File: config.mk
export PLATFORM = sky130hd
export DESIGN_NAME = exmem_skid_pipe
export DESIGN_NICKNAME = d
export VERILOG_FILES = /design/src/rtl/exmem_skid_pipe.sv
export SDC_FILE = /design/constraint.sdc
export NUM_CORES = 1
export LEC_CHECK = 0
export ABC_AREA = 1
export BUFFER_PORTS_ARGS = -buffer_cell sky130_fd_sc_hd__buf_2
export CAP_MARGIN = 10
export CORE_MARGIN = 1.5
export CORE_UTILIZATION = 29
export DETAILED_ROUTE_END_ITERATION = 7
export PLACE_DENSITY = 0.6
export SLEW_MARGIN = 20
export SYNTH_ARGS = -nofsm -noshare
export SYNTH_HDL_FRONTEND = slang
export SYNTH_SLANG_ARGS = --single-unit
File: constraint.sdc
create_clock -name clk -period 4.65 [get_ports clk]
set_input_delay 0.93 -clock clk [delete_from_list [all_inputs] [get_ports clk]]
set_output_delay 0.93 -clock clk [all_outputs]
set_load 0.005 [all_outputs]
File: src/rtl/exmem_skid_pipe.sv
`default_nettype none
// ============================================================================
// Module   : exmem_skid_pipe
// Brief    : EX/MEM pipeline register with a one-entry skid buffer, bubble
//            gating and a forwarding tap taken from the output entry.
// Revision : 1.0 - initial release
// ============================================================================
module exmem_skid_pipe #(
    parameter int ARQ      = 16,
    parameter int REG_BITS = 3
) (
    input  logic                clk,
    input  logic                rst,
    input  logic                flush,

    input  logic                in_valid,
    output logic                in_ready,
    input  logic                wb_enable_in,
    input  logic                rd_mem_en_in,
    input  logic                wr_mem_en_in,
    input  logic                mux_mem_in,
    input  logic                pc_en_in,
    input  logic [ARQ-1:0]      src1_in,
    input  logic [ARQ-1:0]      srcdest_in,
    input  logic [ARQ-1:0]      alu_result_in,
    input  logic [ARQ-1:0]      wb_imm_in,
    input  logic [REG_BITS-1:0] wb_dest_in,

    output logic                out_valid,
    input  logic                out_ready,
    output logic                wb_enable_out,
    output logic                rd_mem_en_out,
    output logic                wr_mem_en_out,
    output logic                mux_mem_out,
    output logic                pc_en_out,
    output logic [ARQ-1:0]      src1_out,
    output logic [ARQ-1:0]      srcdest_out,
    output logic [ARQ-1:0]      alu_result_out,
    output logic [ARQ-1:0]      wb_imm_out,
    output logic [REG_BITS-1:0] wb_dest_out,

    output logic                fwd_valid,
    output logic [REG_BITS-1:0] fwd_dest,
    output logic [ARQ-1:0]      fwd_data,
    output logic [1:0]          occ
);

    typedef struct packed {
        logic                wb_enable;
        logic                rd_mem_en;
        logic                wr_mem_en;
        logic                mux_mem;
        logic                pc_en;
        logic [ARQ-1:0]      src1;
        logic [ARQ-1:0]      srcdest;
        logic [ARQ-1:0]      alu_result;
        logic [ARQ-1:0]      wb_imm;
        logic [REG_BITS-1:0] wb_dest;
    } entry_t;

    // Valid bits of OUT and SKID are encoded in the state: HALF = OUT only,
    // FULL = OUT and SKID.
    typedef enum logic [1:0] {
        EMPTY = 2'd0,
        HALF  = 2'd1,
        FULL  = 2'd2
    } state_t;

    state_t r_state;
    state_t w_state_next;
    entry_t r_out;
    entry_t r_skid;
    entry_t w_in_entry;
    logic   w_accept;
    logic   w_release;
    logic   w_load_out_in;
    logic   w_load_out_skid;
    logic   w_load_skid;

    assign w_in_entry = '{wb_enable_in, rd_mem_en_in, wr_mem_en_in, mux_mem_in,
                          pc_en_in, src1_in, srcdest_in, alu_result_in,
                          wb_imm_in, wb_dest_in};

    assign out_valid = (r_state == HALF) || (r_state == FULL);
    assign in_ready  = (r_state != FULL) && !rst;
    assign w_accept  = in_valid && in_ready;
    assign w_release = out_valid && out_ready;

    always_comb begin
        w_state_next    = r_state;
        w_load_out_in   = 1'b0;
        w_load_out_skid = 1'b0;
        w_load_skid     = 1'b0;
        if (flush) begin
            w_state_next = EMPTY;
        end else begin
            case (r_state)
                EMPTY: begin
                    if (w_accept) begin
                        w_load_out_in = 1'b1;
                        w_state_next  = HALF;
                    end
                end
                HALF: begin
                    if (w_accept && w_release) begin
                        w_load_out_in = 1'b1;
                    end else if (w_accept) begin
                        w_load_skid  = 1'b1;
                        w_state_next = FULL;
                    end else if (w_release) begin
                        w_state_next = EMPTY;
                    end
                end
                FULL: begin
                    if (w_release) begin
                        w_load_out_skid = 1'b1;
                        w_state_next    = HALF;
                    end
                end
                default: w_state_next = EMPTY;
            endcase
        end
    end

    // Flush only drops the valid state; stored data fields are left intact.
    always_ff @(posedge clk) begin
        if (rst) begin
            r_state <= EMPTY;
            r_out   <= '0;
            r_skid  <= '0;
        end else begin
            r_state <= w_state_next;
            if (w_load_out_in) begin
                r_out <= w_in_entry;
            end else if (w_load_out_skid) begin
                r_out <= r_skid;
            end
            if (w_load_skid) begin
                r_skid <= w_in_entry;
            end
        end
    end

    // Side-effecting control bits are gated into bubbles when OUT is empty.
    assign wb_enable_out  = r_out.wb_enable && out_valid;
    assign rd_mem_en_out  = r_out.rd_mem_en && out_valid;
    assign wr_mem_en_out  = r_out.wr_mem_en && out_valid;
    assign pc_en_out      = r_out.pc_en && out_valid;
    assign mux_mem_out    = r_out.mux_mem;
    assign src1_out       = r_out.src1;
    assign srcdest_out    = r_out.srcdest;
    assign alu_result_out = r_out.alu_result;
    assign wb_imm_out     = r_out.wb_imm;
    assign wb_dest_out    = r_out.wb_dest;

    assign fwd_valid = out_valid && wb_enable_out;
    assign fwd_dest  = r_out.wb_dest;
    assign fwd_data  = r_out.alu_result;

    assign occ = (r_state == FULL) ? 2'd2 :
                 (r_state == HALF) ? 2'd1 : 2'd0;

endmodule
`default_nettype wire

==> results.py <==
metrics = {
    "setup_path": {
        "crit_arrival_ns": 3.12,
        "crit_type": "primary input to flop",
        "max_stage_delay_ns": 0.98,
        "crit_start": "rst",
        "worstSetupEndpoint": "r_skid[22]",
        "r2r_start": "r_state[0]",
        "path_cells": "buf_2, buf_4, clkinv_2, o21ai_0, a21oi_1",
        "cp-end-kind": "flop",
        "start_kind": "primary input",
        "regToRegSetupSlack_ns": 1.91,
        "reg2regPathDepth": 11,
        "slowest_stage": "clkinv_2",
        "timing.rr.end": "src1_out[2]",
        "crit_fanout": 74,
        "cp_data_required_time_ns": 4.94,
    },
    "power": {
        "leakagePower_nw": 3.90,
        "p_clk_share_pct": 47.8,
        "ir_worst_vdd_v": 0.000219,
        "switchingPower_uw": 755,
        "power.density_nw_per_um2": 373,
        "internal_power_mw": 2.24,
        "switching_share_pct": 25.2,
        "seq_power_share_pct": 43.8,
        "comb_power_share_pct": 8.3,
    },
    "outcome": {
        "status": "complete, no violations",
    },
    "sta": {
        "min_period_ns": 2.83,
        "finalCritPeriodShare_pct": 60.8,
        "slew_headroom_pct": 37.0,
        "rsz0062_at_grt": "false",
        "fin_hold_ws_ns": 0.482,
        "finClkSkew_ns": 0.00838,
        "drv_slew": 0,
        "hold_violations": 0,
        "max_freq_mhz": 353,
        "tns_ns": 0,
        "setup_viol": 0,
        "tightestPinTransition_ns": 0.944,
    },
    "floorplanning": {
        "rows": 57,
        "dieArea_um2": 25400,
        "io_pins": 173,
        "coreArea_um2": 24200,
        "die_h_um": 159,
        "initial_utilization_pct": 29.3,
        "die_x_um": 159,
    },
    "yosys": {
        "ys_async_sr_fraction_pct": 0,
        "ys_warn_count": 0,
        "synth_cell_types": 21,
        "synth_common_cells": "225 x nand2_1, 146 x a21oi_1, 146 x dfxtp_1, 146 x nand3_1, 99 x buf_4",
        "yosys.area.top_type_share_pct": 41.2,
        "avgSynthCellArea_um2": 7.10,
        "synth_most_common_cell": "nand2_1",
        "yosysTopAreaCell": "dfxtp_1",
        "postSynthNetCount": 1081,
        "ys.flop_type": "dfxtp_1",
        "ys_ff_latch": 146,
        "synth_area_um2": 7090,
        "synth_edf_count": 0,
        "yosysSeqAreaShare_pct": 41.2,
        "syn-instance-count": 999,
        "synthTopCellsByArea": "dfxtp_1 41%, nand2_1 12%, buf_4 10%",
    },
    "clock_network": {
        "h-tree-depth": 4,
        "clk_pin_slew_ns": 0.07,
        "cts_num_sinks": 146,
        "clock_path_buffers": 2,
        "cts_tree": "done",
        "cts-root-buf": "clkbuf_16",
        "post_cts_buffers": 0,
        "clk_latency_ns": 0.42,
        "post_cts_resized": 0,
        "cts_buffers": 17,
        "postCtsHoldBufs": 0,
    },
    "grt": {
        "grt_max_degree": 79,
        "antenna_found_initial": 0,
        "grt_pass1_vias": 5680,
        "grt_pass1_wl_um": 29400,
        "track_usage_pct": 14.3,
        "grt_remaining_overflow": 0,
    },
    "drt": {
        "wl_um": 17700,
        "viasPerCell": 4.53,
        "firstDrtPassIters": 7,
        "drt_iter0_drc": 360,
        "routedWlPerCell_um": 12.9,
        "ant_nets": 0,
        "drc": 0,
        "route.vias.total": 6227,
    },
    "run": {
        "max_cap_violations": 0,
    },
    "place": {
        "numPortBuffers": 172,
        "routabilityCongestion": 0.703,
        "dp_hpwl_um": 10700,
    },
    "layout": {
        "design.final.nets": 1120,
        "drive_gt1_share_pct": 21.3,
        "n_antenna_cell": 0,
        "area_growth_pct": 13.3,
        "fill_cells": 2646,
    },
    "min_path": {
        "hold_path_class": "flop to flop",
    },
}
state kept, by name, indices dropped and copies added, names as in the netlist:
signal,flops
alu_result_out,16
r_state,2
r_skid,72
wb_imm_out,16
mux_mem_out,1
r_out,4
srcdest_out,16
src1_out,16
fwd_dest,3
worst min-delay path by stage:
stage | startpoint | endpoint | slack (ns) | cells after the start
floorplan | r_out[67] | r_out[67] | 0.46 | 2
global placement | src1_out[12] | src1_out[12] | 0.47 | 2
detailed placement | wb_imm_out[14] | wb_imm_out[14] | 0.47 | 2
CTS | wb_imm_out[9] | wb_imm_out[9] | 0.48 | 2
global route | wb_imm_out[8] | wb_imm_out[8] | 0.50 | 2
finish | wb_imm_out[14] | wb_imm_out[14] | 0.48 | 2
through the flow:
stage	cell area [um^2]	instances	util, %	power (mW)	worst slack [ns]
floorplan	7090	999	-	1.53	2.64
global placement	7420	1343	30.7	1.59	1.73
detailed placement	7420	1343	30.7	1.59	1.71
CTS	8030	1375	33.2	3.05	1.90
global route	8030	1375	33.2	3.12	1.52
finish	8030	1375	33.2	2.99	1.82
cells by family after synthesis:
logic type / count (synthesis) / share of synthesized area, %
simple gates: 383 / 23.5
compound gates: 219 / 15.5
buf+inv: 246 / 18.9
fa+ha+maj: 5 / 0.882
flops: 146 / 41.2
layout by cell type, fill, tap and decap left out, drive strengths merged:
master / count
bufinv: 3
nand4: 2
clkinv: 7
buf: 180
inv: 87
clkbuf: 17
dfxtp: 146
o21ai: 73
nand2: 228
nand3: 146
a21oi: 146
ha: 5
nor3: 1
nor2: 6
clkinvlp: 4
worst max-delay path, delay by kind of cell:
family          cells  cell delay, ns
compound gates      2            0.39
buf+inv             3            1.77
power groups by stage:
stage / clock, mW / combinational, mW / sequential, mW
final: 1.43 / 0.250 / 1.31
after floorplan: 0 / 0.198 / 1.33
after detailed placement: 0 / 0.253 / 1.34
after CTS: 1.48 / 0.255 / 1.31
after global routing: 1.52 / 0.284 / 1.32
after global placement: 0 / 0.254 / 1.34
layout make-up:
class | instances | area (um^2) | area share [%]
Clock buffer | 17 | 425 | 5.30
Clock inverter | 15 | 183 | 2.27
Inverter | 86 | 324 | 4.03
Multi-Input combinational cell | 607 | 2830 | 35.2
Sequential cell | 146 | 2920 | 36.4
Tap cell | 324 | 405 | 5.05
Timing Repair Buffer | 180 | 946 | 11.8
per-layer routing:
layer,vias up,share of wire (%),global-route usage (%)
met4,0,1.2,4.29
met1,2827,49,19.3
met3,15,4.1,3.18
met5,-,0,0
li1,3232,-,-
met2,153,46,22.6
Note: power is estimated with default switching activity, not from simulation.
